**src/rtl/axi_lite_ipif_bridge_if.sv**
```systemverilog
// rtl/axi_lite_ipif_bridge_if.sv - AXI4-Lite and IPIF bus interfaces used by axi_lite_ipif_bridge
interface axi_lite_if #(
  parameter int ADDR_W = 32,
  parameter int DATA_W = 32
);
  logic [ADDR_W-1:0]   S_AXI_AWADDR;
  logic                S_AXI_AWVALID;
  logic                S_AXI_AWREADY;
  logic [DATA_W-1:0]   S_AXI_WDATA;
  logic [DATA_W/8-1:0] S_AXI_WSTRB;
  logic                S_AXI_WVALID;
  logic                S_AXI_WREADY;
  logic [1:0]          S_AXI_BRESP;
  logic                S_AXI_BVALID;
  logic                S_AXI_BREADY;
  logic [ADDR_W-1:0]   S_AXI_ARADDR;
  logic                S_AXI_ARVALID;
  logic                S_AXI_ARREADY;
  logic [DATA_W-1:0]   S_AXI_RDATA;
  logic [1:0]          S_AXI_RRESP;
  logic                S_AXI_RVALID;
  logic                S_AXI_RREADY;

  modport master (
    output S_AXI_AWADDR, S_AXI_AWVALID, S_AXI_WDATA, S_AXI_WSTRB, S_AXI_WVALID,
           S_AXI_BREADY, S_AXI_ARADDR, S_AXI_ARVALID, S_AXI_RREADY,
    input  S_AXI_AWREADY, S_AXI_WREADY, S_AXI_BRESP, S_AXI_BVALID,
           S_AXI_ARREADY, S_AXI_RDATA, S_AXI_RRESP, S_AXI_RVALID
  );

  modport slave (
    input  S_AXI_AWADDR, S_AXI_AWVALID, S_AXI_WDATA, S_AXI_WSTRB, S_AXI_WVALID,
           S_AXI_BREADY, S_AXI_ARADDR, S_AXI_ARVALID, S_AXI_RREADY,
    output S_AXI_AWREADY, S_AXI_WREADY, S_AXI_BRESP, S_AXI_BVALID,
           S_AXI_ARREADY, S_AXI_RDATA, S_AXI_RRESP, S_AXI_RVALID
  );
endinterface

interface ipif_if #(
  parameter int ADDR_W = 32,
  parameter int DATA_W = 32,
  parameter int N_CHIP = 1,
  parameter int N_REG  = 1
);
  logic [ADDR_W-1:0]       Bus2IP_Addr;
  logic                    Bus2IP_RNW;
  logic [DATA_W/8-1:0]     Bus2IP_BE;
  logic [N_CHIP-1:0]       Bus2IP_CS;
  logic [N_CHIP*N_REG-1:0] Bus2IP_RdCE;
  logic [N_CHIP*N_REG-1:0] Bus2IP_WrCE;
  logic [DATA_W-1:0]       Bus2IP_Data;
  logic [DATA_W-1:0]       IP2Bus_Data;
  logic                    IP2Bus_WrAck;
  logic                    IP2Bus_RdAck;
  logic                    IP2Bus_Error;

  modport master (
    output Bus2IP_Addr, Bus2IP_RNW, Bus2IP_BE, Bus2IP_CS, Bus2IP_RdCE, Bus2IP_WrCE, Bus2IP_Data,
    input  IP2Bus_Data, IP2Bus_WrAck, IP2Bus_RdAck, IP2Bus_Error
  );

  modport slave (
    input  Bus2IP_Addr, Bus2IP_RNW, Bus2IP_BE, Bus2IP_CS, Bus2IP_RdCE, Bus2IP_WrCE, Bus2IP_Data,
    output IP2Bus_Data, IP2Bus_WrAck, IP2Bus_RdAck, IP2Bus_Error
  );
endinterface

```
**src/rtl/axi_lite_ipif_bridge.sv**
```systemverilog
// rtl/axi_lite_ipif_bridge.sv - AXI4-Lite slave to IPIF master bridge with CS/CE decode and timeout
module axi_lite_ipif_bridge #(
  parameter int C_S_AXI_ADDR_WIDTH = 32,
  parameter int C_S_AXI_DATA_WIDTH = 32,
  parameter int N_CHIP             = 1,
  parameter int N_REG              = 1,
  parameter int TIMEOUT            = 16
) (
  input logic       S_AXI_ACLK,
  input logic       S_AXI_ARESET,
  axi_lite_if.slave s_axi,
  ipif_if.master    ipif
);
  localparam int AW  = C_S_AXI_ADDR_WIDTH;
  localparam int DW  = C_S_AXI_DATA_WIDTH;
  localparam int BW  = DW / 8;
  localparam int NCE = N_CHIP * N_REG;
  localparam int RW  = (N_REG > 1) ? $clog2(N_REG) : 1;
  localparam int CW  = (N_CHIP > 1) ? $clog2(N_CHIP) : 1;
  localparam int HI  = 2 + RW + CW;
  localparam int TW  = $clog2(TIMEOUT);
  localparam logic [TW-1:0] CNT_MAX = TW'(TIMEOUT - 1);

  typedef enum logic [2:0] {S_IDLE, S_WR, S_RD, S_WRESP, S_RRESP} state_t;

  typedef struct packed {
    logic              valid;
    logic [N_CHIP-1:0] cs;
    logic [NCE-1:0]    ce;
  } dec_t;

  // Chip 0 / register 0 map to the most significant CS/CE bits.
  function automatic dec_t decode(input logic [AW-1:0] addr);
    dec_t          d;
    logic [RW-1:0] r;
    logic [CW-1:0] c;
    r = addr[2 +: RW];
    c = addr[2+RW +: CW];
    d.valid = (int'(r) < N_REG) && (int'(c) < N_CHIP) && ((addr >> HI) == '0);
    for (int i = 0; i < N_CHIP; i++) begin
      d.cs[N_CHIP-1-i] = d.valid && (int'(c) == i);
      for (int j = 0; j < N_REG; j++)
        d.ce[NCE-1-N_REG*i-j] = d.valid && (int'(c) == i) && (int'(r) == j);
    end
    return d;
  endfunction

  state_t           r_state;
  logic             r_arready;
  logic             r_awready;
  logic             r_bvalid;
  logic [1:0]       r_bresp;
  logic             r_rvalid;
  logic [1:0]       r_rresp;
  logic [DW-1:0]    r_rdata;
  logic [AW-1:0]    r_addr;
  logic             r_rnw;
  logic [BW-1:0]    r_be;
  logic [N_CHIP-1:0] r_cs;
  logic [NCE-1:0]   r_rdce;
  logic [NCE-1:0]   r_wrce;
  logic [DW-1:0]    r_data;
  logic [TW-1:0]    r_cnt;

  dec_t w_ar_dec;
  dec_t w_aw_dec;
  logic w_want_rd;
  logic w_want_wr;

  assign w_ar_dec  = decode(s_axi.S_AXI_ARADDR);
  assign w_aw_dec  = decode(s_axi.S_AXI_AWADDR);
  assign w_want_rd = s_axi.S_AXI_ARVALID;
  assign w_want_wr = !s_axi.S_AXI_ARVALID && s_axi.S_AXI_AWVALID && s_axi.S_AXI_WVALID;

  // Ready is armed one edge ahead so it stays a registered single-cycle pulse.
  always_ff @(posedge S_AXI_ACLK) begin
    if (S_AXI_ARESET) begin
      r_state   <= S_IDLE;
      r_arready <= 1'b0;
      r_awready <= 1'b0;
      r_bvalid  <= 1'b0;
      r_bresp   <= 2'b00;
      r_rvalid  <= 1'b0;
      r_rresp   <= 2'b00;
      r_rdata   <= '0;
      r_addr    <= '0;
      r_rnw     <= 1'b1;
      r_be      <= '0;
      r_cs      <= '0;
      r_rdce    <= '0;
      r_wrce    <= '0;
      r_data    <= '0;
      r_cnt     <= '0;
    end else begin
      case (r_state)
        S_IDLE: begin
          r_arready <= 1'b0;
          r_awready <= 1'b0;
          if (r_arready && s_axi.S_AXI_ARVALID) begin
            r_addr <= s_axi.S_AXI_ARADDR;
            r_rnw  <= 1'b1;
            r_be   <= '1;
            if (w_ar_dec.valid) begin
              r_cs    <= w_ar_dec.cs;
              r_rdce  <= w_ar_dec.ce;
              r_cnt   <= '0;
              r_state <= S_RD;
            end else begin
              r_rresp  <= 2'b10;
              r_rdata  <= '0;
              r_rvalid <= 1'b1;
              r_state  <= S_RRESP;
            end
          end else if (r_awready && s_axi.S_AXI_AWVALID && s_axi.S_AXI_WVALID) begin
            r_addr <= s_axi.S_AXI_AWADDR;
            r_rnw  <= 1'b0;
            r_be   <= s_axi.S_AXI_WSTRB;
            r_data <= s_axi.S_AXI_WDATA;
            if (w_aw_dec.valid) begin
              r_cs    <= w_aw_dec.cs;
              r_wrce  <= w_aw_dec.ce;
              r_cnt   <= '0;
              r_state <= S_WR;
            end else begin
              r_bresp  <= 2'b10;
              r_bvalid <= 1'b1;
              r_state  <= S_WRESP;
            end
          end else if (!r_arready && !r_awready) begin
            r_arready <= w_want_rd;
            r_awready <= w_want_wr;
          end
        end
        S_WR: begin
          if (ipif.IP2Bus_WrAck || (r_cnt == CNT_MAX)) begin
            r_cs     <= '0;
            r_wrce   <= '0;
            r_bresp  <= (ipif.IP2Bus_WrAck && !ipif.IP2Bus_Error) ? 2'b00 : 2'b10;
            r_bvalid <= 1'b1;
            r_state  <= S_WRESP;
          end else begin
            r_cnt <= r_cnt + 1'b1;
          end
        end
        S_RD: begin
          if (ipif.IP2Bus_RdAck || (r_cnt == CNT_MAX)) begin
            r_cs     <= '0;
            r_rdce   <= '0;
            r_rresp  <= (ipif.IP2Bus_RdAck && !ipif.IP2Bus_Error) ? 2'b00 : 2'b10;
            r_rdata  <= ipif.IP2Bus_RdAck ? ipif.IP2Bus_Data : '0;
            r_rvalid <= 1'b1;
            r_state  <= S_RRESP;
          end else begin
            r_cnt <= r_cnt + 1'b1;
          end
        end
        S_WRESP: begin
          if (s_axi.S_AXI_BREADY) begin
            r_bvalid  <= 1'b0;
            r_arready <= w_want_rd;
            r_awready <= w_want_wr;
            r_state   <= S_IDLE;
          end
        end
        S_RRESP: begin
          if (s_axi.S_AXI_RREADY) begin
            r_rvalid  <= 1'b0;
            r_arready <= w_want_rd;
            r_awready <= w_want_wr;
            r_state   <= S_IDLE;
          end
        end
        default: r_state <= S_IDLE;
      endcase
    end
  end

  assign s_axi.S_AXI_ARREADY = r_arready;
  assign s_axi.S_AXI_AWREADY = r_awready;
  assign s_axi.S_AXI_WREADY  = r_awready;
  assign s_axi.S_AXI_BVALID  = r_bvalid;
  assign s_axi.S_AXI_BRESP   = r_bresp;
  assign s_axi.S_AXI_RVALID  = r_rvalid;
  assign s_axi.S_AXI_RRESP   = r_rresp;
  assign s_axi.S_AXI_RDATA   = r_rdata;

  assign ipif.Bus2IP_Addr = r_addr;
  assign ipif.Bus2IP_RNW  = r_rnw;
  assign ipif.Bus2IP_BE   = r_be;
  assign ipif.Bus2IP_CS   = r_cs;
  assign ipif.Bus2IP_RdCE = r_rdce;
  assign ipif.Bus2IP_WrCE = r_wrce;
  assign ipif.Bus2IP_Data = r_data;
endmodule

```
**src/flat_wrapper.sv**
```systemverilog
// flat-port wrapper written by rule: the top's interface ports become plain ports
module axi_lite_ipif_bridge_flat 
#(
  parameter int C_S_AXI_ADDR_WIDTH = 32,
  parameter int C_S_AXI_DATA_WIDTH = 32,
  parameter int N_CHIP             = 1,
  parameter int N_REG              = 1,
  parameter int TIMEOUT            = 16
)
  (S_AXI_ACLK, S_AXI_ARESET, s_axi_S_AXI_AWADDR, s_axi_S_AXI_AWVALID, s_axi_S_AXI_WDATA, s_axi_S_AXI_WSTRB, s_axi_S_AXI_WVALID, s_axi_S_AXI_BREADY, s_axi_S_AXI_ARADDR, s_axi_S_AXI_ARVALID, s_axi_S_AXI_RREADY, s_axi_S_AXI_AWREADY, s_axi_S_AXI_WREADY, s_axi_S_AXI_BRESP, s_axi_S_AXI_BVALID, s_axi_S_AXI_ARREADY, s_axi_S_AXI_RDATA, s_axi_S_AXI_RRESP, s_axi_S_AXI_RVALID, ipif_Bus2IP_Addr, ipif_Bus2IP_RNW, ipif_Bus2IP_BE, ipif_Bus2IP_CS, ipif_Bus2IP_RdCE, ipif_Bus2IP_WrCE, ipif_Bus2IP_Data, ipif_IP2Bus_Data, ipif_IP2Bus_WrAck, ipif_IP2Bus_RdAck, ipif_IP2Bus_Error);
  axi_lite_if #(.ADDR_W((32)), .DATA_W((32))) s_axi_i ();
  ipif_if #(.ADDR_W((32)), .DATA_W((32)), .N_CHIP(N_CHIP), .N_REG(N_REG)) ipif_i ();
  input logic S_AXI_ACLK;
  input logic S_AXI_ARESET;
  input wire logic [$bits(s_axi_i.S_AXI_AWADDR)-1:0] s_axi_S_AXI_AWADDR;
  input wire logic [$bits(s_axi_i.S_AXI_AWVALID)-1:0] s_axi_S_AXI_AWVALID;
  input wire logic [$bits(s_axi_i.S_AXI_WDATA)-1:0] s_axi_S_AXI_WDATA;
  input wire logic [$bits(s_axi_i.S_AXI_WSTRB)-1:0] s_axi_S_AXI_WSTRB;
  input wire logic [$bits(s_axi_i.S_AXI_WVALID)-1:0] s_axi_S_AXI_WVALID;
  input wire logic [$bits(s_axi_i.S_AXI_BREADY)-1:0] s_axi_S_AXI_BREADY;
  input wire logic [$bits(s_axi_i.S_AXI_ARADDR)-1:0] s_axi_S_AXI_ARADDR;
  input wire logic [$bits(s_axi_i.S_AXI_ARVALID)-1:0] s_axi_S_AXI_ARVALID;
  input wire logic [$bits(s_axi_i.S_AXI_RREADY)-1:0] s_axi_S_AXI_RREADY;
  output wire logic [$bits(s_axi_i.S_AXI_AWREADY)-1:0] s_axi_S_AXI_AWREADY;
  output wire logic [$bits(s_axi_i.S_AXI_WREADY)-1:0] s_axi_S_AXI_WREADY;
  output wire logic [$bits(s_axi_i.S_AXI_BRESP)-1:0] s_axi_S_AXI_BRESP;
  output wire logic [$bits(s_axi_i.S_AXI_BVALID)-1:0] s_axi_S_AXI_BVALID;
  output wire logic [$bits(s_axi_i.S_AXI_ARREADY)-1:0] s_axi_S_AXI_ARREADY;
  output wire logic [$bits(s_axi_i.S_AXI_RDATA)-1:0] s_axi_S_AXI_RDATA;
  output wire logic [$bits(s_axi_i.S_AXI_RRESP)-1:0] s_axi_S_AXI_RRESP;
  output wire logic [$bits(s_axi_i.S_AXI_RVALID)-1:0] s_axi_S_AXI_RVALID;
  output wire logic [$bits(ipif_i.Bus2IP_Addr)-1:0] ipif_Bus2IP_Addr;
  output wire logic [$bits(ipif_i.Bus2IP_RNW)-1:0] ipif_Bus2IP_RNW;
  output wire logic [$bits(ipif_i.Bus2IP_BE)-1:0] ipif_Bus2IP_BE;
  output wire logic [$bits(ipif_i.Bus2IP_CS)-1:0] ipif_Bus2IP_CS;
  output wire logic [$bits(ipif_i.Bus2IP_RdCE)-1:0] ipif_Bus2IP_RdCE;
  output wire logic [$bits(ipif_i.Bus2IP_WrCE)-1:0] ipif_Bus2IP_WrCE;
  output wire logic [$bits(ipif_i.Bus2IP_Data)-1:0] ipif_Bus2IP_Data;
  input wire logic [$bits(ipif_i.IP2Bus_Data)-1:0] ipif_IP2Bus_Data;
  input wire logic [$bits(ipif_i.IP2Bus_WrAck)-1:0] ipif_IP2Bus_WrAck;
  input wire logic [$bits(ipif_i.IP2Bus_RdAck)-1:0] ipif_IP2Bus_RdAck;
  input wire logic [$bits(ipif_i.IP2Bus_Error)-1:0] ipif_IP2Bus_Error;
  assign s_axi_i.S_AXI_AWADDR = s_axi_S_AXI_AWADDR;
  assign s_axi_i.S_AXI_AWVALID = s_axi_S_AXI_AWVALID;
  assign s_axi_i.S_AXI_WDATA = s_axi_S_AXI_WDATA;
  assign s_axi_i.S_AXI_WSTRB = s_axi_S_AXI_WSTRB;
  assign s_axi_i.S_AXI_WVALID = s_axi_S_AXI_WVALID;
  assign s_axi_i.S_AXI_BREADY = s_axi_S_AXI_BREADY;
  assign s_axi_i.S_AXI_ARADDR = s_axi_S_AXI_ARADDR;
  assign s_axi_i.S_AXI_ARVALID = s_axi_S_AXI_ARVALID;
  assign s_axi_i.S_AXI_RREADY = s_axi_S_AXI_RREADY;
  assign s_axi_S_AXI_AWREADY = s_axi_i.S_AXI_AWREADY;
  assign s_axi_S_AXI_WREADY = s_axi_i.S_AXI_WREADY;
  assign s_axi_S_AXI_BRESP = s_axi_i.S_AXI_BRESP;
  assign s_axi_S_AXI_BVALID = s_axi_i.S_AXI_BVALID;
  assign s_axi_S_AXI_ARREADY = s_axi_i.S_AXI_ARREADY;
  assign s_axi_S_AXI_RDATA = s_axi_i.S_AXI_RDATA;
  assign s_axi_S_AXI_RRESP = s_axi_i.S_AXI_RRESP;
  assign s_axi_S_AXI_RVALID = s_axi_i.S_AXI_RVALID;
  assign ipif_Bus2IP_Addr = ipif_i.Bus2IP_Addr;
  assign ipif_Bus2IP_RNW = ipif_i.Bus2IP_RNW;
  assign ipif_Bus2IP_BE = ipif_i.Bus2IP_BE;
  assign ipif_Bus2IP_CS = ipif_i.Bus2IP_CS;
  assign ipif_Bus2IP_RdCE = ipif_i.Bus2IP_RdCE;
  assign ipif_Bus2IP_WrCE = ipif_i.Bus2IP_WrCE;
  assign ipif_Bus2IP_Data = ipif_i.Bus2IP_Data;
  assign ipif_i.IP2Bus_Data = ipif_IP2Bus_Data;
  assign ipif_i.IP2Bus_WrAck = ipif_IP2Bus_WrAck;
  assign ipif_i.IP2Bus_RdAck = ipif_IP2Bus_RdAck;
  assign ipif_i.IP2Bus_Error = ipif_IP2Bus_Error;
  axi_lite_ipif_bridge #(.C_S_AXI_ADDR_WIDTH(C_S_AXI_ADDR_WIDTH), .C_S_AXI_DATA_WIDTH(C_S_AXI_DATA_WIDTH), .N_CHIP(N_CHIP), .N_REG(N_REG), .TIMEOUT(TIMEOUT)) u_core (.S_AXI_ACLK(S_AXI_ACLK), .S_AXI_ARESET(S_AXI_ARESET), .s_axi(s_axi_i), .ipif(ipif_i));
endmodule
```
**config.mk**
```make
export PLATFORM = sky130hd
export DESIGN_NAME = axi_lite_ipif_bridge_flat
export DESIGN_NICKNAME = d
export VERILOG_FILES = /design/src/rtl/axi_lite_ipif_bridge_if.sv /design/src/rtl/axi_lite_ipif_bridge.sv /design/src/flat_wrapper.sv
export SDC_FILE = /design/constraint.sdc
export NUM_CORES = 1
export LEC_CHECK = 0
export ABC_AREA = 0
export ABC_CLOCK_PERIOD_IN_PS = 1600
export CAP_MARGIN = 20
export CORE_MARGIN = 5
export CORE_UTILIZATION = 36
export CTS_CLUSTER_SIZE = 30
export DETAILED_ROUTE_END_ITERATION = 8
export GPL_TIMING_DRIVEN = 0
export MAX_ROUTING_LAYER = met4
export PLACE_DENSITY = 0.77
export SLEW_MARGIN = 25
export SYNTH_ARGS = -nofsm -noshare
export SYNTH_HDL_FRONTEND = slang
export SYNTH_SLANG_ARGS = --single-unit
```
**constraint.sdc**
```tcl
create_clock -name S_AXI_ACLK -period 1.6 [get_ports S_AXI_ACLK]
set_input_delay 0.32 -clock S_AXI_ACLK [delete_from_list [all_inputs] [get_ports S_AXI_ACLK]]
set_output_delay 0.32 -clock S_AXI_ACLK [all_outputs]
set_load 0.005 [all_outputs]
```
* Word-level counts from Yosys, hierarchy flattened
Cells that the tools add are included.
** Storage, ports and cells
- Bits in registers :: 119
- Latch bits :: 0
- RAM bits :: 0
- Bits in read-only memories :: 0
- Input port bits :: 142
- Output and inout port bits :: 113
- Word-level logic and storage cells :: 166
- Memories :: 0
** Operators by class
- Add/sub/neg operators :: 1
- Multiply operators :: 0
- Divide/modulo/power cells :: 0
- Order comparisons :: 4
- Equality and inequality tests :: 21
- Shift operators :: 0
- Mux-type cells :: 75
- Bitwise gates (word level) :: 5
- Reductions and logical operators :: 44
** Operator list (number)
- $mux 32 :: 6
- $logic_not 32->1 :: 2
- $pmux 32 s2 :: 1
- $mux 1 :: 32
- $mux 4 :: 8
- $mux 3 :: 7
- $mux 2 :: 10
- $reduce_and 5->1 :: 4
- $reduce_and 6->1 :: 3
- $logic_and 1x1->1 :: 16
- $pmux 1 s3 :: 5
- $pmux 3 s5 :: 1
- $ne 2x2->1 const B :: 7
- $ne 2x1->1 const B :: 6
- $pmux 4 s3 :: 1
- $reduce_bool 3->1 :: 4
- $pmux 2 s2 :: 2
- $reduce_and 4->1 :: 2
- $eq 3x2->1 const B :: 2
- $ne 3x1->1 const B :: 2
- $reduce_and 3->1 :: 2
- $reduce_bool 2->1 :: 3
- $not 1->1 :: 5
- $add 4x1->4 const B :: 1
- other kinds (10) :: 18

* Logic depth before layout (Yosys ltp)
Gate-level depths: netlist of the first run.
- Depth in word-level cells :: 9
- Gate-level depth with buffers :: 9
- Gate-level depth less buffers :: 6

* Least setup slack after synthesis of the first run
OpenSTA, ideal clock, no wires.
- Path kind :: register -> register
- From :: reg u_core.r_state[1]
- To :: reg u_core.r_rdata[10], in the netlist u_core.s_axi.S_AXI_RDATA[10]
- Setup time :: 0.117 ns
- Arrival :: 1.676 ns
- Required time :: 1.483 ns
- Path slack :: -0.193 ns
- Cell stages (with the launch flop) :: 10
- Buffers on the path :: 4
- Clock period less this slack :: 1.793 ns
- Path through :: dfxtp_1 -> buf_6 -> or3_1 -> buf_6 -> nor2_8 -> o21ai_2 -> and2_4 -> buf_6 -> buf_6 -> a22o_1
** On the way
- Cells in the longest elaborated chain, start to end :: 3
- Elaborated cells on any way between the ends :: 8
- Classes of those cells :: 4 x eq/ne; 1 x mux; 3 x reduce/logical
** RTL lines
- start, declared :: line axi_lite_ipif_bridge.sv:48 : state_t r_state;
- start signal, assigned :: line axi_lite_ipif_bridge.sv:78 : r_state <= S_IDLE;
- start signal, assigned :: line axi_lite_ipif_bridge.sv:107 : r_state <= S_RD;
- start signal, assigned :: line axi_lite_ipif_bridge.sv:112 : r_state <= S_RRESP;
- $eq 3x2->1 / $logic_not 3->1 (equally long branches) :: line axi_lite_ipif_bridge.sv:95 : case (r_state)
- $ne 2x1->1 (no line) (tied with other cells)
- $reduce_and 4->1 (no line)
- end signal, assigned :: line axi_lite_ipif_bridge.sv:150 : r_rdata <= ipif.IP2Bus_RdAck ? ipif.IP2Bus_Data : '0;
- end, declared :: line axi_lite_ipif_bridge.sv:55 : logic [DW-1:0] r_rdata;
Several ways; a longest one is shown, not always the timed one.
A chain may end at the register's enable or synchronous reset.

* Worst setup path after layout of the first run
- From :: reg u_core.r_state[1]
- To :: reg u_core.r_addr[27], in the netlist u_core.ipif.Bus2IP_Addr[27]
** On the way
- Cells in the longest elaborated chain, start to end :: 2
** RTL lines
- $logic_not 3->1 :: line axi_lite_ipif_bridge.sv:95
- $reduce_and 2->1 (no line)
- end signal, assigned :: line axi_lite_ipif_bridge.sv:100 : r_addr <= s_axi.S_AXI_ARADDR;
- end signal, assigned :: line axi_lite_ipif_bridge.sv:115 : r_addr <= s_axi.S_AXI_AWADDR;
- end, declared :: line axi_lite_ipif_bridge.sv:56 : logic [AW-1:0] r_addr;
No other way between the ends.

==> flow_summary.toml, run 1 <==
[floorplan]
chipHeight_um = 126
die_area_mm2 = 0.0158
die_x_um = 126
coreArea_mm2 = 0.0132
start_util = 0.366
pin_count = 255
num_rows = 42

[sta]
final_max_slew_viol_count = 0
setup_ws_ps = -85.4
hold_violations = 0
rsz0062_at_grt = "yes"
fin_crit_sh = 1.05
max_freq_ghz = 0.593
fin_skew_ps = 14.5
finalCriticalPeriod_ps = 1690
setup_violations = 59

[critical_path]
crit_type = "reg2reg"
slowest_stage = "or3_4"
cp_top_family = "simple AND/OR/NAND/NOR gates"
crit_fanout = 5
worst-endpoint-required_ps = 1920
critical_path_buf_inv_count = 3
critical_path.startpoint = "u_core.r_state[1]"
end_kind = "flop"
path_cells = "or3_4 > a21oi_4 > buf_6 > buf_12 > buf_8 > nor2_2 > a311oi_2"
regToRegSetupSlack_ps = -90
cpPeakStageDelay_ps = 450
r2r_cells = 7
reg2reg_to = "u_core.ipif.Bus2IP_Addr[27]"
r2r_start = "u_core.r_state[1]"
start_kind = "flop"
critPathArrivalTime_ps = 2010

[global_routing]
grt_use_total = 0.232
first_global_vias = 5390
grt_pass1_wl_mm = 28.3
overflow = 0
antenna_found_initial = 0
grt_max_degree = 17

[power_and_ir_drop]
fin_total_pwr_mw = 10.6
ir_worst_vdd_mv = 0.768
leakage_nw = 4.56
powerDensity_mw_per_mm2 = 1160

[synth]
yosysUniqueCellTypes = 53
syn_area_mm2 = 0.00483
synth_edf_count = 0
ys.flop_type = "dfxtp_1"
synth-seq-cells = 117
synth_top_area_cell = "dfxtp_1"
syn_inst = 575
yosys-top-cells-area = "dfxtp_1 49%, nand2_1 11%, a22o_1 5.8%"
yosysWarnings = 0
avgSynthCellArea_um2 = 8.40
yosysSeqAreaShare = 0.485
synthArstFlopShare = 0
netlist.area_leader.share = 0.485

[placed_design]
io_buffers = 252
gp_congestion = 0.942
dp.final_hpwl_mm = 13.7
dpl_worst_slack_ps = -1080

[cells_and_area]
area_growth_pct = 89.0
nets = 1016
mostFrequentLayoutCell = "nand2_1"
layout_common_cells = "137 x nand2_1, 117 x clkdlybuf4s50_1, 107 x dfxtp_1"
nFillCells = 1034
drive_gt1_frac = 0.195
antenna_cells = 0

[route]
vias = 5542
wire_per_inst_um = 18.1
avgViaCountPerCell = 5.22
antenna_left = 0
drt_iter0_drc = 252
detail_route.first_pass.iterations = 5
totalWireLength_mm = 19.2
route.detailed.drc = 0

[clock_network]
numCtsBuffers = 17
clockRootBuffer = "clkbuf_16"
cts_tree = "yes"
clkTransAtPathRegs_ps = 60
htree_levels = 4
clock_path_buffers = 2
cts.sinks = 117
insertion_delay_ps = 410

[worst_hold_path]
holdPathEnd = "u_core.ipif.Bus2IP_Addr[9]"
holdPathStages = 3
hold_path_class = "in2reg"
min_from = "s_axi_S_AXI_AWADDR[9]"

[flow_run]
maxCapViolCount = 0

[outcome]
violations = "negative setup slack"
status = "finished with violations"
[kinds of logic (layout without fill, tap and decap cells)]
family / count (synthesis) / count (layout) / synth area share
AOI/OAI and AO/OA: 154 / 154 / 0.232
adders and majority gates: 1 / 1 / 0.00259
buffers and inverters: 55 / 364 / 0.0570
DFF: 117 / 117 / 0.485
muxes: 2 / 2 / 0.00415
other: 1 / 2 / 0.000777
and+or+nand+nor: 245 / 245 / 0.218
[sequential cells by signal, indices dropped and copies added, names as in the netlist]
signal and count:
u_core.ipif.Bus2IP_RNW 1, u_core.s_axi.S_AXI_BVALID 1, u_core.s_axi.S_AXI_AWREADY 1, u_core.s_axi.S_AXI_BRESP 1, u_core.s_axi.S_AXI_ARREADY 1, u_core.ipif.Bus2IP_RdCE 1, u_core.r_cnt 4, u_core.ipif.Bus2IP_WrCE 1
u_core.ipif.Bus2IP_Addr 32, u_core.ipif.Bus2IP_CS 1, u_core.s_axi.S_AXI_RDATA 32, u_core.r_state 3, u_core.ipif.Bus2IP_Data 32, u_core.ipif.Bus2IP_BE 4, u_core.s_axi.S_AXI_RRESP 1, u_core.s_axi.S_AXI_RVALID 1
[cell usage after synthesis, types with 2 or more instances]
master,number
clkbuf_1,26
o21ai_0,9
and3_1,2
o21a_1,2
nor4_1,14
o22ai_1,5
a31oi_1,3
a21oi_1,43
o31ai_1,2
nor2b_1,5
a211oi_1,6
nand2_1,140
inv_1,10
nor2_1,55
a32oi_1,2
nand4_1,3
nand3_1,7
buf_6,6
nand2b_1,4
buf_4,3
mux2i_1,2
and4_1,2
dfxtp_1,117
nor3_1,7
a311oi_1,32
buf_2,10
a22o_1,32
[routing by layer]
layer / routed length [um] / GRT usage / vias up
met5: 0 / - / -
met1: 7520 / 0.257 / 2564
met3: 1850 / 0.0796 / 30
li1: - / - / 2651
met2: 9360 / 0.384 / 297
met4: 458 / 0.0953 / 0
[stage by stage]
stage | instances | TNS, ps | util | instance area [um^2] | hold slack (ps)
after floorplan | 576 | -6760 | - | 4860 | 437
after global placement | 1004 | -81420 | 0.576 | 7600 | 437
after detailed placement | 1004 | -81820 | 0.576 | 7600 | 445
after CTS | 1054 | -5370 | 0.657 | 8670 | 307
after global routing | 1061 | -5810 | 0.692 | 9130 | 245
final | 1061 | -2580 | 0.692 | 9130 | 231
[report_power, final]
| part | leakage, nW | switching [mW] | internal (mW) |
|---|---|---|---|
| registers | 0.953 | 0.222 | 3.28 |
| clock network | 0.309 | 1.28 | 2.76 |
| logic | 3.30 | 1.42 | 1.60 |
[what timing repair did]
action / 4_1_cts / 5_1_grt
gates cloned: 8 / 0
gates resized for setup: 154 / 158
setup endpoints to repair: 146 / 162
hold buffers: 0 / 0
pin swaps: 51 / 34
hold endpoints to repair: 0 / 0
buffers inserted: 14 / 11
[worst min-delay path: stages]
cell,delay [ps]
dlymetal6s2s_1,130
nand2_1,60
a311oi_1,80
[worst max path at each step]
stage | slack [ps] | cells past startpoint | end
after floorplan | -170 | 9 | u_core.s_axi.S_AXI_RDATA[10]
after global placement | -1090 | 6 | u_core.r_cnt[1]
after detailed placement | -1080 | 6 | u_core.r_cnt[1]
after CTS | -130 | 5 | u_core.r_cnt[1]
after global routing | -140 | 7 | u_core.ipif.Bus2IP_Addr[27]
final | -90 | 7 | u_core.ipif.Bus2IP_Addr[27]
[layout make-up]
type,count,area [um^2],area share
Buffer,39,307,0.0336
Clock buffer,23,488,0.0535
Clock inverter,8,146,0.0160
Inverter,10,37.5,0.00411
Multi-Input combinational cell,404,2610,0.285
Sequential cell,117,2360,0.259
Tap cell,176,220,0.0241
Timing Repair Buffer,284,2960,0.324
No activity file was read; power rests on OpenSTA's default activity.
==> inputs of run 2 (changes only) <==
--- a/config.mk
+++ b/config.mk
@@ -8,7 +8,7 @@
 export ABC_AREA = 0
 export ABC_CLOCK_PERIOD_IN_PS = 1600
 export CAP_MARGIN = 20
-export CORE_MARGIN = 5
+export CORE_MARGIN = 2
 export CORE_UTILIZATION = 36
 export CTS_CLUSTER_SIZE = 30
 export DETAILED_ROUTE_END_ITERATION = 8
==> flow_summary.toml, run 2 (same netlist as run 1, synthesis figures left out) <==
[outcome]
status = "finished with violations"
violations = "negative setup slack"

[critical_path]
r2r_start = "u_core.r_state[2]"
critical_path_buf_inv_count = 4
regToRegSetupSlack_ps = -130
critPathArrivalTime_ps = 1990
cpPeakStageDelay_ps = 440
crit_type = "reg2reg"
end_kind = "flop"
reg2reg_to = "u_core.ipif.Bus2IP_Addr[9]"
cpMostUsedCell = "buf_12"
start_kind = "flop"
worst-endpoint-required_ps = 1870
cp_top_family = "buffers and inverters"
r2r_cells = 7
path_cells = "or3_4 > buf_6 > a21oi_4 > buf_12 > buf_12 > clkbuf_16 > a311oi_1"
slowest_stage = "or3_4"
cp.depth = 7
crit_fanout = 8

[floorplan]
start_util = 0.366
die_area_mm2 = 0.0144
coreArea_mm2 = 0.0132
num_rows = 42
pin_count = 255
chipHeight_um = 120
die_x_um = 120

[cells_and_area]
drive_gt1_frac = 0.194
nets = 1012
fin_util = 0.690
layout_common_cells = "149 x clkdlybuf4s50_1, 136 x nand2_1, 99 x dfxtp_1"
antenna_cells = 0
mostFrequentLayoutCell = "clkdlybuf4s50_1"
area_growth_pct = 88.4
fin_cells = 1058

[global_routing]
grt_pass1_wl_mm = 27.9
overflow = 0
first_global_vias = 5389
grt_use_total = 0.256
antenna_found_initial = 0
grt_max_degree = 17

[power_and_ir_drop]
fin_total_pwr_mw = 10.3
comb_power_share = 0.302
switching_share = 0.297
p_seq_frac = 0.340
net-switching-power_mw = 3.07
leakage_nw = 4.36
power_frac_clock = 0.358
powerDensity_mw_per_mm2 = 1140
p_int_mw = 7.28
ir_worst_vdd_mv = 0.788

[clock_network]
cts_tree = "yes"
numCtsBuffers = 17
clockRootBuffer = "clkbuf_16"
cts_hold_buf = 0
insertion_delay_ps = 410
clkTransAtPathRegs_ps = 60
cts.sinks = 117
htree_levels = 4
clock_path_buffers = 2

[sta]
finalCriticalPeriod_ps = 1730
rsz0062_at_grt = "yes"
max_freq_ghz = 0.580
hold_violations = 0
setup_ws_ps = -125
fin_crit_sh = 1.08
final_max_slew_viol_count = 0
setup_violations = 71
worst_pin_slew_ps = 577
fin_skew_ps = 6.93
slew_headroom = 0.615

[placed_design]
dp.final_hpwl_mm = 12.8
dpl.cell_count = 1004
io_buffers = 252
dpl_worst_slack_ps = -1030
gp_congestion = 0.954

[route]
wire_per_inst_um = 17.4
antenna_left = 0
route.detailed.drc = 0
vias = 5499
avgViaCountPerCell = 5.20
totalWireLength_mm = 18.4
detail_route.first_pass.iterations = 6
drt_iter0_drc = 332

[flow_run]
maxCapViolCount = 0

[worst_hold_path]
hold_path_class = "in2reg"
holdPathEnd = "u_core.ipif.Bus2IP_Addr[9]"
holdPathStages = 3
min_from = "s_axi_S_AXI_ARADDR[9]"
-- run 2: worst register-to-register path: cells and delay by family (launching register included) --
family | cells | cell delay [ps]
buffers and inverters | 4 | 610
AND/OR/NAND/NOR | 1 | 440
flip-flops | 1 | 320
AO/OA/AOI/OAI | 2 | 210
-- run 2: layout make-up --
| class | count | area, um^2 |
|---|---|---|
| Tap cell | 176 | 220 |
| Multi-Input combinational cell | 404 | 2630 |
| Sequential cell | 117 | 2370 |
| Clock buffer | 18 | 429 |
| Buffer | 41 | 337 |
| Timing Repair Buffer | 278 | 2910 |
| Clock inverter | 14 | 154 |
| Fill cell | 1041 | 4090 |
| Inverter | 10 | 41.3 |
-- run 2: power groups by stage --
stage	logic (mW)	registers, mW	clock network (mW)
after floorplan	1.19	3.53	0
after global placement	2.57	3.51	0
after detailed placement	2.59	3.53	0
after CTS	2.89	3.50	3.77
after global routing	3.38	3.56	3.90
final	3.12	3.52	3.70
-- run 2: what timing repair did --
action | 4_1_cts | 5_1_grt
cloned | 7 | 1
endpoints found under the hold margin | 0 | 0
setup buffers | 12 | 6
pin swaps | 40 | 35
setup endpoints to repair | 145 | 165
gates resized for setup | 138 | 130
-- run 2: per-stage QoR --
step	instance area (um^2)	hold WS, ps	setup TNS (ps)
3_3_place_gp	7600	435	-82650
4_1_cts	8620	332	-10520
3_5_place_dp	7600	446	-84190
5_1_grt	9100	246	-11470
6_report	9100	244	-5110
2_1_floorplan	4860	437	-6760
-- run 2: per-layer routing --
metal  GRT usage  routed length (um)  vias to the layer above
met4       0.110                 533                        0
met1       0.283                7140                     2551
li1            -                   -                     2645
met5           -                   0                        -
met2       0.428                9040                      263
met3      0.0789                1650                       40
-- run 2: worst max path at each step --
stage | from | end
after global routing | u_core.r_state[2] | u_core.ipif.Bus2IP_BE[1]
after global placement | s_axi_S_AXI_AWADDR[29] | u_core.r_cnt[1]
after detailed placement | s_axi_S_AXI_AWADDR[29] | u_core.r_cnt[3]
after floorplan | u_core.r_state[1] | u_core.s_axi.S_AXI_RDATA[10]
final | u_core.r_state[2] | u_core.ipif.Bus2IP_Addr[9]
after CTS | u_core.r_state[2] | u_core.ipif.Bus2IP_Addr[11]
==> inputs of run 3 (changes only) <==
--- a/config.mk
+++ b/config.mk
@@ -8,13 +8,16 @@
 export ABC_AREA = 0
 export ABC_CLOCK_PERIOD_IN_PS = 1600
 export CAP_MARGIN = 20
+export CELL_PAD_IN_SITES_DETAIL_PLACEMENT = 1
+export CELL_PAD_IN_SITES_GLOBAL_PLACEMENT = 2
 export CORE_MARGIN = 2
-export CORE_UTILIZATION = 36
-export CTS_CLUSTER_SIZE = 30
+export CORE_UTILIZATION = 19
+export CTS_CLUSTER_SIZE = 25
 export DETAILED_ROUTE_END_ITERATION = 8
 export GPL_TIMING_DRIVEN = 0
+export HOLD_SLACK_MARGIN = 0.12
 export MAX_ROUTING_LAYER = met4
-export PLACE_DENSITY = 0.77
+export PLACE_DENSITY_LB_ADDON = 0.1
 export SLEW_MARGIN = 25
 export SYNTH_ARGS = -nofsm -noshare
 export SYNTH_HDL_FRONTEND = slang
==> flow_summary.toml, run 3 (same netlist as run 1, synthesis figures left out) <==
[sta]
fin_crit_sh = 1.04
setup_violations = 49
finalCriticalPeriod_ps = 1660
setup_ws_ps = -60.8
final_max_slew_viol_count = 0
max_freq_ghz = 0.602
fin_skew_ps = 9.96
hold_violations = 0
worst_pin_slew_ps = 706
rsz0062_at_grt = "yes"
slew_headroom = 0.529
whs_ps = 237

[critical_path]
critPathArrivalTime_ps = 1950
start_kind = "flop"
crit_fanout = 6
crit_type = "reg2reg"
end_kind = "flop"
worst-endpoint-required_ps = 1890

[clock_network]
clock_path_buffers = 2
cts_tree = "yes"
htree_levels = 4
cts.sinks = 117
clkTransAtPathRegs_ps = 60
clockRootBuffer = "clkbuf_16"
numCtsBuffers = 17
cts_hold_buf = 0
insertion_delay_ps = 420

[route]
route.detailed.drc = 0
avgViaCountPerCell = 4.48
totalWireLength_mm = 21.9
wire_per_inst_um = 17.9
detail_route.first_pass.iterations = 4
antenna_left = 0
vias = 5475
drt_iter0_drc = 155

[flow_run]
maxCapViolCount = 0

[global_routing]
antenna_found_initial = 5
grt_use_total = 0.165
overflow = 0
first_global_vias = 5955
grt_pass1_wl_mm = 32.9
grt_max_degree = 17

[cells_and_area]
mostFrequentLayoutCell = "nand2_1"
area_growth_pct = 95.1
fin_cells = 1222
nets = 1016
drive_gt1_frac = 0.202
layout_common_cells = "137 x nand2_1, 103 x dfxtp_1, 102 x clkdlybuf4s50_1"

[placed_design]
gp_congestion = 0.805
dpl.cell_count = 1158
io_buffers = 252
dp.final_hpwl_mm = 16.1

[floorplan]
chipHeight_um = 163
num_rows = 58
start_util = 0.193
pin_count = 255
die_x_um = 163
die_area_mm2 = 0.0267
coreArea_mm2 = 0.0250

[power_and_ir_drop]
powerDensity_mw_per_mm2 = 1150
ir_worst_vdd_mv = 0.422
leakage_nw = 4.55

[outcome]
violations = "negative setup slack"
status = "finished with violations"

[worst_hold_path]
hold_path_class = "in2reg"
run 3: what timing repair did:
action,in CTS,in global routing
buffers inserted,14,11
pin swaps,35,36
resized for setup,189,143
setup endpoints to repair,199,150
gates cloned,4,2
run 3: worst max-delay path, stage by stage, from the launching register on:
cell and delay, ps:
dfxtp_2 320, or3_4 450, a21oi_4 160, buf_12 150, buf_12 140, buf_12 110, buf_8 110, a311oi_1 80
run 3: where the power goes:
| part | total, mW | switching (mW) | leakage, nW | internal (mW) |
|---|---|---|---|---|
| clock network | 4.20 | 1.49 | 0.307 | 2.71 |
| registers | 3.50 | 0.224 | 0.955 | 3.28 |
| logic | 3.14 | 1.51 | 3.29 | 1.64 |
run 3: final timing paths:
check                   startpoint                           to  slack, ps  cells past startpoint
max              u_core.r_state[2]  u_core.ipif.Bus2IP_Addr[12]        -60                      7
min          s_axi_S_AXI_AWADDR[2]   u_core.ipif.Bus2IP_Addr[2]        240                      3
max reg2reg      u_core.r_state[2]  u_core.ipif.Bus2IP_Addr[12]        -60                      7
min reg2reg  u_core.ipif.Bus2IP_CS        u_core.ipif.Bus2IP_CS        450                      2
run 3: routing by layer:
metal | part of all wire | vias to the layer above | track usage
li1 | - | 2652 | -
met1 | 0.43 | 2641 | 0.190
met2 | 0.49 | 169 | 0.280
met3 | 0.066 | 13 | 0.0528
met4 | 0.011 | 0 | 0.0394
met5 | 0 | - | -
run 3: through the flow:
stage	utilization	power, mW	worst slack (ps)	cell area, um^2	setup TNS [ps]
detailed placement	0.311	6.23	-1390	7800	-104910
CTS	0.356	10.8	-231	8900	-15350
global route	0.376	11.4	-151	9420	-7310
finish	0.376	10.8	-60.8	9420	-1150
global placement	0.311	6.20	-1340	7800	-100610
floorplan	-	4.72	-165	4860	-6760
run 3: final cells by class:
class	instances	area [um^2]
Fill cell	2880	15600
Timing Repair Buffer	282	2910
Multi-Input combinational cell	404	2660
Sequential cell	117	2360
Clock buffer	19	453
Tap cell	330	413
Buffer	41	377
Clock inverter	13	195
Inverter	10	37.5
Antenna cell	6	15.0
